--- config.mk ---
export PLATFORM = sky130hd
export DESIGN_NAME = fc_result_reader_flat
export DESIGN_NICKNAME = d
export VERILOG_FILES = /design/src/rtl/fc_pkg.sv /design/src/rtl/fc_result_reader_if.sv /design/src/rtl/fc_argmax_step.sv /design/src/rtl/fc_result_reader.sv /design/src/flat_wrapper.sv
export SDC_FILE = /design/constraint.sdc
export NUM_CORES = 1
export LEC_CHECK = 0
export CAP_MARGIN = 20
export CELL_PAD_IN_SITES_DETAIL_PLACEMENT = 1
export CELL_PAD_IN_SITES_GLOBAL_PLACEMENT = 2
export CORE_MARGIN = 3
export CORE_UTILIZATION = 35
export DETAILED_ROUTE_END_ITERATION = 12
export PLACE_DENSITY_LB_ADDON = 0.1
export SYNTH_ARGS = -nofsm -noshare
export SYNTH_HDL_FRONTEND = slang
export SYNTH_SLANG_ARGS = --single-unit
--- constraint.sdc ---
create_clock -name clk_i -period 4.72 [get_ports clk_i]
set_clock_uncertainty 0.1 [all_clocks]
set_input_delay 0.944 -clock clk_i [delete_from_list [all_inputs] [get_ports clk_i]]
set_output_delay 0.944 -clock clk_i [all_outputs]
set_load 0.01 [all_outputs]
--- src/rtl/fc_pkg.sv ---
// Shared FC-layer package: default geometry and the result-reader FSM encoding.
// Also imported by the FC layer modules.
package fc_pkg;

    localparam int FC_NUM_CLASSES = 2;
    localparam int FC_LOGIT_W     = 8;
    localparam int FC_ADDR_W      =
        (FC_NUM_CLASSES > 1) ? $clog2(FC_NUM_CLASSES) : 1;

    typedef enum logic [1:0] {
        FC_IDLE = 2'd0,
        FC_SCAN = 2'd1,
        FC_HOLD = 2'd2
    } fc_state_e;

endpackage

--- src/rtl/fc_result_reader_if.sv ---
// Logit write bus plus result valid/ready handshake of the result reader.
// result_score_o exists only when FC_RESULT_SCORE_EN is defined.
interface fc_result_reader_if
    import fc_pkg::*;
#(
    parameter int ADDR_W  = FC_ADDR_W,
    parameter int LOGIT_W = FC_LOGIT_W
) ();

    logic               fc_output_wren_i;
    logic [ADDR_W-1:0]  fc_output_addr_i;
    logic [LOGIT_W-1:0] fc_output_data_i;
    logic               fc_done_i;
    logic               result_valid_o;
    logic               result_ready_i;
    logic [ADDR_W-1:0]  result_class_o;
`ifdef FC_RESULT_SCORE_EN
    logic [LOGIT_W-1:0] result_score_o;

    modport master (
        output fc_output_wren_i, fc_output_addr_i, fc_output_data_i,
        output fc_done_i, result_ready_i,
        input  result_valid_o, result_class_o, result_score_o
    );

    modport slave (
        input  fc_output_wren_i, fc_output_addr_i, fc_output_data_i,
        input  fc_done_i, result_ready_i,
        output result_valid_o, result_class_o, result_score_o
    );
`else
    modport master (
        output fc_output_wren_i, fc_output_addr_i, fc_output_data_i,
        output fc_done_i, result_ready_i,
        input  result_valid_o, result_class_o
    );

    modport slave (
        input  fc_output_wren_i, fc_output_addr_i, fc_output_data_i,
        input  fc_done_i, result_ready_i,
        output result_valid_o, result_class_o
    );
`endif

endinterface

--- src/rtl/fc_argmax_step.sv ---
// One signed compare-and-select step of the argmax scan.
// The candidate wins only when strictly greater, so ties keep the lower index.
module fc_argmax_step
    import fc_pkg::*;
#(
    parameter int LOGIT_W = FC_LOGIT_W,
    parameter int ADDR_W  = FC_ADDR_W
) (
    input  logic signed [LOGIT_W-1:0] cur_max_i,
    input  logic        [ADDR_W-1:0]  cur_idx_i,
    input  logic signed [LOGIT_W-1:0] cand_i,
    input  logic        [ADDR_W-1:0]  cand_idx_i,
    output logic signed [LOGIT_W-1:0] new_max_o,
    output logic        [ADDR_W-1:0]  new_idx_o
);

    logic take;

    assign take      = cand_i > cur_max_i;
    assign new_max_o = take ? cand_i : cur_max_i;
    assign new_idx_o = take ? cand_idx_i : cur_idx_i;

endmodule

--- src/rtl/fc_result_reader.sv ---
// Buffers final-layer logits and reports their argmax over a valid/ready handshake.
// Define FC_RESULT_SCORE_EN to also output the winning logit.
module fc_result_reader
    import fc_pkg::*;
#(
    parameter int NUM_CLASSES = FC_NUM_CLASSES,
    parameter int LOGIT_W     = FC_LOGIT_W,
    parameter int ADDR_W      = FC_ADDR_W
) (
    input  logic              clk_i,
    input  logic              rst_n_i,
    fc_result_reader_if.slave bus,
    output logic              busy_o,
    output logic              overrun_o
);

    localparam int CNT_W = $clog2(NUM_CLASSES + 2);
    localparam logic [CNT_W-1:0]  CNT_ONE  = CNT_W'(1);
    localparam logic [CNT_W-1:0]  CNT_NC   = CNT_W'(NUM_CLASSES);
    localparam logic [CNT_W-1:0]  CNT_LAST = CNT_W'(NUM_CLASSES + 1);
    localparam logic [ADDR_W:0]   ADDR_LIM = (ADDR_W + 1)'(NUM_CLASSES);

    fc_state_e state_q, state_d;

    logic        [CNT_W-1:0]   cnt_q, cnt_d;
    logic signed [LOGIT_W-1:0] buf_q [NUM_CLASSES];
    logic signed [LOGIT_W-1:0] buf_d [NUM_CLASSES];
    logic signed [LOGIT_W-1:0] rd_data_q, rd_data_d;
    logic signed [LOGIT_W-1:0] max_q, max_d;
    logic        [ADDR_W-1:0]  max_idx_q, max_idx_d;
    logic                      valid_q, valid_d;
    logic        [ADDR_W-1:0]  class_q, class_d;
    logic                      overrun_q, overrun_d;
`ifdef FC_RESULT_SCORE_EN
    logic        [LOGIT_W-1:0] score_q, score_d;
`endif

    logic        [CNT_W-1:0]   cnt_m1;
    logic        [ADDR_W-1:0]  rd_idx;
    logic        [ADDR_W-1:0]  cand_idx;
    logic signed [LOGIT_W-1:0] step_max;
    logic        [ADDR_W-1:0]  step_idx;

    // Index k is read at cnt=k and compared one cycle later at cnt=k+1.
    assign cnt_m1   = cnt_q - 1'b1;
    assign rd_idx   = cnt_q[ADDR_W-1:0];
    assign cand_idx = cnt_m1[ADDR_W-1:0];

    fc_argmax_step #(
        .LOGIT_W (LOGIT_W),
        .ADDR_W  (ADDR_W)
    ) u_step (
        .cur_max_i  (max_q),
        .cur_idx_i  (max_idx_q),
        .cand_i     (rd_data_q),
        .cand_idx_i (cand_idx),
        .new_max_o  (step_max),
        .new_idx_o  (step_idx)
    );

    always_comb begin
        buf_d = buf_q;
        if (bus.fc_output_wren_i &&
            ({1'b0, bus.fc_output_addr_i} < ADDR_LIM)) begin
            buf_d[bus.fc_output_addr_i] = bus.fc_output_data_i;
        end
    end

    always_comb begin
        state_d   = state_q;
        cnt_d     = cnt_q;
        rd_data_d = rd_data_q;
        max_d     = max_q;
        max_idx_d = max_idx_q;
        valid_d   = valid_q;
        class_d   = class_q;
        overrun_d = overrun_q;
`ifdef FC_RESULT_SCORE_EN
        score_d   = score_q;
`endif
        unique case (state_q)
            FC_IDLE: begin
                if (bus.fc_done_i) begin
                    state_d = FC_SCAN;
                    cnt_d   = '0;
                end
            end
            FC_SCAN: begin
                cnt_d = cnt_q + 1'b1;
                if (bus.fc_done_i) overrun_d = 1'b1;
                if (cnt_q < CNT_NC) rd_data_d = buf_q[rd_idx];
                if (cnt_q == CNT_ONE) begin
                    max_d     = rd_data_q;
                    max_idx_d = cand_idx;
                end else if (cnt_q != '0 && cnt_q <= CNT_NC) begin
                    max_d     = step_max;
                    max_idx_d = step_idx;
                end
                if (cnt_q == CNT_LAST) begin
                    state_d = FC_HOLD;
                    cnt_d   = '0;
                    valid_d = 1'b1;
                    class_d = max_idx_q;
`ifdef FC_RESULT_SCORE_EN
                    score_d = max_q;
`endif
                end
            end
            FC_HOLD: begin
                if (bus.fc_done_i) overrun_d = 1'b1;
                if (valid_q && bus.result_ready_i) begin
                    state_d = FC_IDLE;
                    valid_d = 1'b0;
                end
            end
            default: state_d = FC_IDLE;
        endcase
    end

    always_ff @(posedge clk_i or negedge rst_n_i) begin
        if (!rst_n_i) begin
            state_q   <= FC_IDLE;
            cnt_q     <= '0;
            rd_data_q <= '0;
            max_q     <= '0;
            max_idx_q <= '0;
            valid_q   <= 1'b0;
            class_q   <= '0;
            overrun_q <= 1'b0;
            for (int i = 0; i < NUM_CLASSES; i++) buf_q[i] <= '0;
        end else begin
            state_q   <= state_d;
            cnt_q     <= cnt_d;
            rd_data_q <= rd_data_d;
            max_q     <= max_d;
            max_idx_q <= max_idx_d;
            valid_q   <= valid_d;
            class_q   <= class_d;
            overrun_q <= overrun_d;
            buf_q     <= buf_d;
        end
    end

`ifdef FC_RESULT_SCORE_EN
    always_ff @(posedge clk_i or negedge rst_n_i) begin
        if (!rst_n_i) score_q <= '0;
        else          score_q <= score_d;
    end

    assign bus.result_score_o = score_q;
`endif

    assign bus.result_valid_o = valid_q;
    assign bus.result_class_o = class_q;
    assign busy_o             = state_q != FC_IDLE;
    assign overrun_o          = overrun_q;

endmodule

--- src/flat_wrapper.sv ---
// flat-port wrapper written by rule: the top's interface ports become plain ports
module fc_result_reader_flat import fc_pkg::*;
#(
    parameter int NUM_CLASSES = FC_NUM_CLASSES,
    parameter int LOGIT_W     = FC_LOGIT_W,
    parameter int ADDR_W      = FC_ADDR_W
)
  (clk_i, rst_n_i, busy_o, overrun_o, bus_fc_output_wren_i, bus_fc_output_addr_i, bus_fc_output_data_i, bus_fc_done_i, bus_result_ready_i, bus_result_valid_o, bus_result_class_o);
  fc_result_reader_if #(.ADDR_W(ADDR_W), .LOGIT_W(LOGIT_W)) bus_i ();
  input  logic clk_i;
  input  logic rst_n_i;
  output logic busy_o;
  output logic overrun_o;
  input wire logic [$bits(bus_i.fc_output_wren_i)-1:0] bus_fc_output_wren_i;
  input wire logic [$bits(bus_i.fc_output_addr_i)-1:0] bus_fc_output_addr_i;
  input wire logic [$bits(bus_i.fc_output_data_i)-1:0] bus_fc_output_data_i;
  input wire logic [$bits(bus_i.fc_done_i)-1:0] bus_fc_done_i;
  input wire logic [$bits(bus_i.result_ready_i)-1:0] bus_result_ready_i;
  output wire logic [$bits(bus_i.result_valid_o)-1:0] bus_result_valid_o;
  output wire logic [$bits(bus_i.result_class_o)-1:0] bus_result_class_o;
  assign bus_i.fc_output_wren_i = bus_fc_output_wren_i;
  assign bus_i.fc_output_addr_i = bus_fc_output_addr_i;
  assign bus_i.fc_output_data_i = bus_fc_output_data_i;
  assign bus_i.fc_done_i = bus_fc_done_i;
  assign bus_i.result_ready_i = bus_result_ready_i;
  assign bus_result_valid_o = bus_i.result_valid_o;
  assign bus_result_class_o = bus_i.result_class_o;
  fc_result_reader #(.NUM_CLASSES(NUM_CLASSES), .LOGIT_W(LOGIT_W), .ADDR_W(ADDR_W)) u_core (.clk_i(clk_i), .rst_n_i(rst_n_i), .bus(bus_i), .busy_o(busy_o), .overrun_o(overrun_o));
endmodule
* Yosys cells after proc, flatten, opt, wreduce, memory -nomap -nowiden *
Cells that the tools add are included.

word-level totals
  register bits = 40
  bits of input ports = 14
  output and inout port bits = 4
  word-level logic and storage cells = 67

operators by class
  add/subtract/negate cells = 2
  magnitude comparators = 6
  equality and inequality tests = 7
  muxes and demuxes = 22
  bitwise operators = 2
  reductions and logical operators = 18

operators with widths
  operator               number
  $mux W8                7
  $bwmux W16             1
  $reduce_bool A2 Y1     6
  $mux W2                5
  $reduce_and A3 Y1      3
  $demux W8 S1           1
  $gt A8 B8 Y1           1
  $reduce_and A2 Y1      4
  $pmux W2 S3            1
  $mux W1                5
  $eq A2 B1 Y1 const B   2
  $eq A2 B2 Y1 const B   2
  $ge A2 B2 Y1 const B   2
  $ne A2 B1 Y1 const B   2
  $not A1 Y2             2
  $pmux W2 S2            1
  $logic_and A1 B1 Y1    3
  $add A2 B1 Y2 const B  1
  $le A2 B2 Y1 const B   1
  $logic_not A2 Y1       1
  $lt A2 B1 Y1 const B   1
  $lt A2 B2 Y1 const B   1
  $ne A2 B2 Y1 const B   1
  $pmux W1 S2            1
  other kinds (2)        2

* Depth between registers and ports, before layout *
  word-level depth = 6
  mapped depth = 8
  depth with buffers taken out = 7

* Cells and area by module *
Synthesis repeated with hierarchy kept, for this count alone.

second synthesis, totals
  cells, all modules = 188
  area, all modules = 2160.8 um^2

modules (own cells, without submodules)
  module            instances  cells each  area each (um^2)  sequential area each (um^2)
  fc_result_reader  1          147         1810.5            1001.0
  fc_argmax_step    1          41          350.3             0.0

* Worst setup path after synthesis *
OpenSTA, ideal clock, no wires.

  path type = register to register
  start point = reg u_core.rd_data_q[7]
  end point = reg u_core.max_q[0]
  setup time = 0.125 ns
  arrival = 1.869 ns
  data required time = 4.495 ns
  path slack = 2.626 ns
  cell stages (with the launch flop) = 8
  path buffers = 1
  clock period less this slack = 2.094 ns
  path through = dfrtp_1 ha_1 nand4_2 or3_1 o311ai_1 mux2_4 buf_6 mux2_4

between the ends
  longest elaborated chain between the ends = 3

ends and longest elaborated chain
  element                       line                     text
  from (decl)                   fc_result_reader.sv:28   logic signed [LOGIT_W-1:0] rd_data_q, rd_data_d;
  from (signal assigned)        fc_result_reader.sv:134  rd_data_q <= rd_data_d;
  $gt A8 B8 Y1                  fc_argmax_step.sv:19     assign take = cand_i > cur_max_i;
  $reduce_bool A2 Y1 (no line)  -
  $reduce_and A3 Y1 (no line)   -
  to (signal assigned)          fc_result_reader.sv:135  max_q <= max_d;
  to (decl)                     fc_result_reader.sv:29   logic signed [LOGIT_W-1:0] max_q, max_d;

Every way passes these cells.
A chain may end at the register's enable or synchronous reset.

* Worst setup path after layout *
  start point = reg u_core.state_q[0]
  end point = out busy_o

between the ends
  longest elaborated chain between the ends = 1

ends and longest elaborated chain
  element                 line                     text
  from (decl)             fc_result_reader.sv:23   fc_state_e state_q, state_d;
  from (signal assigned)  fc_result_reader.sv:132  state_q <= state_d;
  $reduce_bool A2 Y1      fc_result_reader.sv:155  assign busy_o = state_q != FC_IDLE;
  to (decl)               flat_wrapper.sv:12       output logic busy_o;

Every way passes these cells.

==> impl_results.md <==
- Status: finished clean
- Largest net degree at the start of global routing: 41
- Initial antenna violation count: 0
- Gr ovfl total: 0
- Sequential area share after synthesis: 0.515
- Synth Area in Simple Gates: 0.0631
- Cts hold-fix bufs: 0
- Clk pin slew, worst setup/hold paths: about 70 ps
- Area of the core: 5240 µm²
- Vias in the first global route: between 1000 and 1500
- Sequential Area: 1000 µm²
- Slew HR: 0.401
- Power density over the cells: 572 nW/µm²
- Root Buffer: clkbuf_8
- Synth Net Count: between 150 and 200
- Ratio of cells with drive above 1 in the final layout: 0.186
- CP Max Fanout: 3
- Worst-Skew Late Latency: 290 ps
- Commonest non-fill, non-tap cell in the layout: dfrtp_1
- Most frequent cells in the layout: dfrtp_1 (40), nand2_1 (19), inv_1 (18)
- RSZ-0062 raised after global routing: false
- Die width: around 80 µm
- P_sw: roughly 460 µW
- CTS tree: yes
- Combinational Power Share: 0.416
- Mapped Avg Cell Area: between 10 and 15 µm²
- HPWL after detailed placement: ~2700 µm
- Cell Area, Synth: 1940 µm²
- Mux cell area share after synthesis: 0.219
- Row cnt: 26
- Inserted Diodes: 0
- Max-cap violations: 0
- Multi-input logic area: 853 µm²
- DR iter-0 viols: 14
- CTS Buf Count: 5
- Port buffer count: 17
- Final #Nets: 210
- I/O Pins: 18
- Synth Area in Compound Gates: 0.0734
- First-pass GRT wire length: roughly 6200 µm
- Synth Register Bits: 40
- CP Launch Type: flip-flop
- Worst setup margin: about 2100 ps
- Vias post-DR: about 1200
- Tcrit/Tclk final: 0.555
- Detailed Route WL: 3520 µm
- Max Buffers Root-to-Sink: 2
- CTS HTree Levels: 2
- # fillers: roughly 560
- Layout Area Growth over Synthesis: 16.0%
- Worst R2R Setup Slack: ~2400 ps
- Final slew viol count: 0
- GPL Wtd Cong: 0.787
- Part of the power in registers: 0.418
- Synth warnings: 0
- Adder-Cell Fraction of Synth Area: 0.0837
- Max VDD drop: 0.252 mV
- Main combinational cell family by area after synthesis: multiplexers
- Static leakage: roughly 1.1 nW
- Post-synth cell types: 23
- Non-Filler Instances: about 250
- Die area: roughly 6500 µm²
- Fmax: 382 MHz
- Final min period: about 2600 ps
- Internal Power: approximately 830 µW
- Pre-antenna DRT Iters: 2
- DP Worst Slack: approximately 2100 ps
- Setup violations, final: 0
- Clock power frac: 0.166
- Drt via density: 4.85
- Total GRT Usage: 0.125
- DRC Markers: 0
- Placed cells: 246
- Critical path capture point type: output port
- CP arrival: approximately 1600 ps
- Switching part of the total power: 0.359
- Die height: between 80 and 90 µm
- Initial Utilization: 0.371
- Critical Path RT: approximately 3700 ps
- Drt wl/cell: between 10 and 15 µm
- Worst hold path type: flip-flop to flip-flop
- Clock sinks: 40
- Post-CTS Setup Inserts: 0
- Hold Slack: about 370 ps
- Post-synthesis xor/xnor area fraction: 0
- Worst Path Class, Setup: flip-flop to output port
- Post-CTS sizing: 0
- Post-Synthesis Cells: ~160
- Final setup TNS: 0 ps
- Antenna Nets Post-Route: 0
- Hold Violations, Final: 0
- Worst-Margin Slew: about 900 ps
[cells in the mapped netlist]
cell | count | area (µm²)
nand2b_1 | 2 | 12.5
mux2_4 | 9 | 135
clkbuf_1 | 3 | 11.3
mux2_2 | 16 | 180
a21oi_1 | 6 | 30.0
nand4_1 | 1 | 6.26
ha_1 | 13 | 163
a21o_1 | 1 | 7.51
nor2b_1 | 1 | 6.26
o21a_1 | 1 | 7.51
a31oi_1 | 1 | 6.26
inv_1 | 18 | 67.6
o311ai_1 | 1 | 8.76
o21ai_0 | 13 | 65.1
buf_6 | 1 | 11.3
nand4_2 | 1 | 12.5
o221ai_1 | 1 | 8.76
a22o_1 | 1 | 8.76
dfrtp_1 | 40 | 1000
or3_1 | 1 | 6.26
mux2i_1 | 11 | 110
nor2_1 | 2 | 7.51
nand2_1 | 19 | 71.3
[layout make-up]
| type | instances | share of cell area |
|---|---|---|
| Timing Repair Buffer | 17 | 0.0732 |
| Sequential cell | 40 | 0.444 |
| Tap cell | 70 | 0.0388 |
| Clock inverter | 2 | 0.00555 |
| Clock buffer | 5 | 0.0305 |
| Inverter | 18 | 0.0300 |
| Multi-Input combinational cell | 101 | 0.378 |
[power by group through the flow]
stage	logic [mW]	clock network, mW	registers, mW
2_1_floorplan	0.429	0	0.515
3_3_place_gp	0.528	0	0.545
3_5_place_dp	0.546	0	0.552
4_1_cts	0.550	0.225	0.544
5_1_grt	0.611	0.243	0.559
6_report	0.537	0.215	0.540
[state kept, by name, summed over array words and instances, names as in the netlist]
| signal | flops |
|---|---|
| u_core.state_q | 2 |
| u_core.overrun_o | 1 |
| u_core.bus.result_valid_o | 1 |
| u_core.max_q | 8 |
| u_core.rd_data_q | 8 |
| u_core.cnt_q | 2 |
| u_core.buf_q | 16 |
| u_core.bus.result_class_o | 1 |
| u_core.max_idx_q | 1 |
[cells by family after synthesis]
group           after synthesis
simple gates                 27
flops                        40
compound gates               25
mux                          36
fa+ha+maj                    13
buf+inv                      22
[critical path: stages (launching register included)]
cell	delay, ps
dfrtp_1	380
inv_1	70
ha_1	220
inv_1	80
clkdlybuf4s50_1	540
[path summary, 6_finish.rpt]
path                                   start                to  cells past startpoint
setup / recovery           u_core.state_q[0]            busy_o                      4
hold / removal              u_core.overrun_o  u_core.overrun_o                      1
setup reg to reg             u_core.cnt_q[0]   u_core.max_q[7]                      5
min in group asynchronous            rst_n_i   u_core.max_q[6]                      1
hold reg to reg             u_core.overrun_o  u_core.overrun_o                      1
max in group asynchronous            rst_n_i   u_core.buf_q[1]                      1
[per-layer routing]
| metal | track usage | vias up | wire (µm) |
|---|---|---|---|
| met5 | 0 | - | 0 |
| met4 | 0.0355 | 0 | 36 |
| li1 | - | 593 | - |
| met3 | 0.0370 | 5 | 128 |
| met1 | 0.155 | 612 | 1650 |
| met2 | 0.211 | 18 | 1700 |
[per-stage QoR]
step                utilization  total power, mW  instance area [µm²]
finish                    0.431             1.29                 2260
global route              0.431             1.41                 2260
CTS                       0.431             1.32                 2260
detailed placement        0.415             1.10                 2170
global placement          0.415             1.07                 2170
floorplan                     -            0.944                 1940
(Power assumes the default switching activity.)
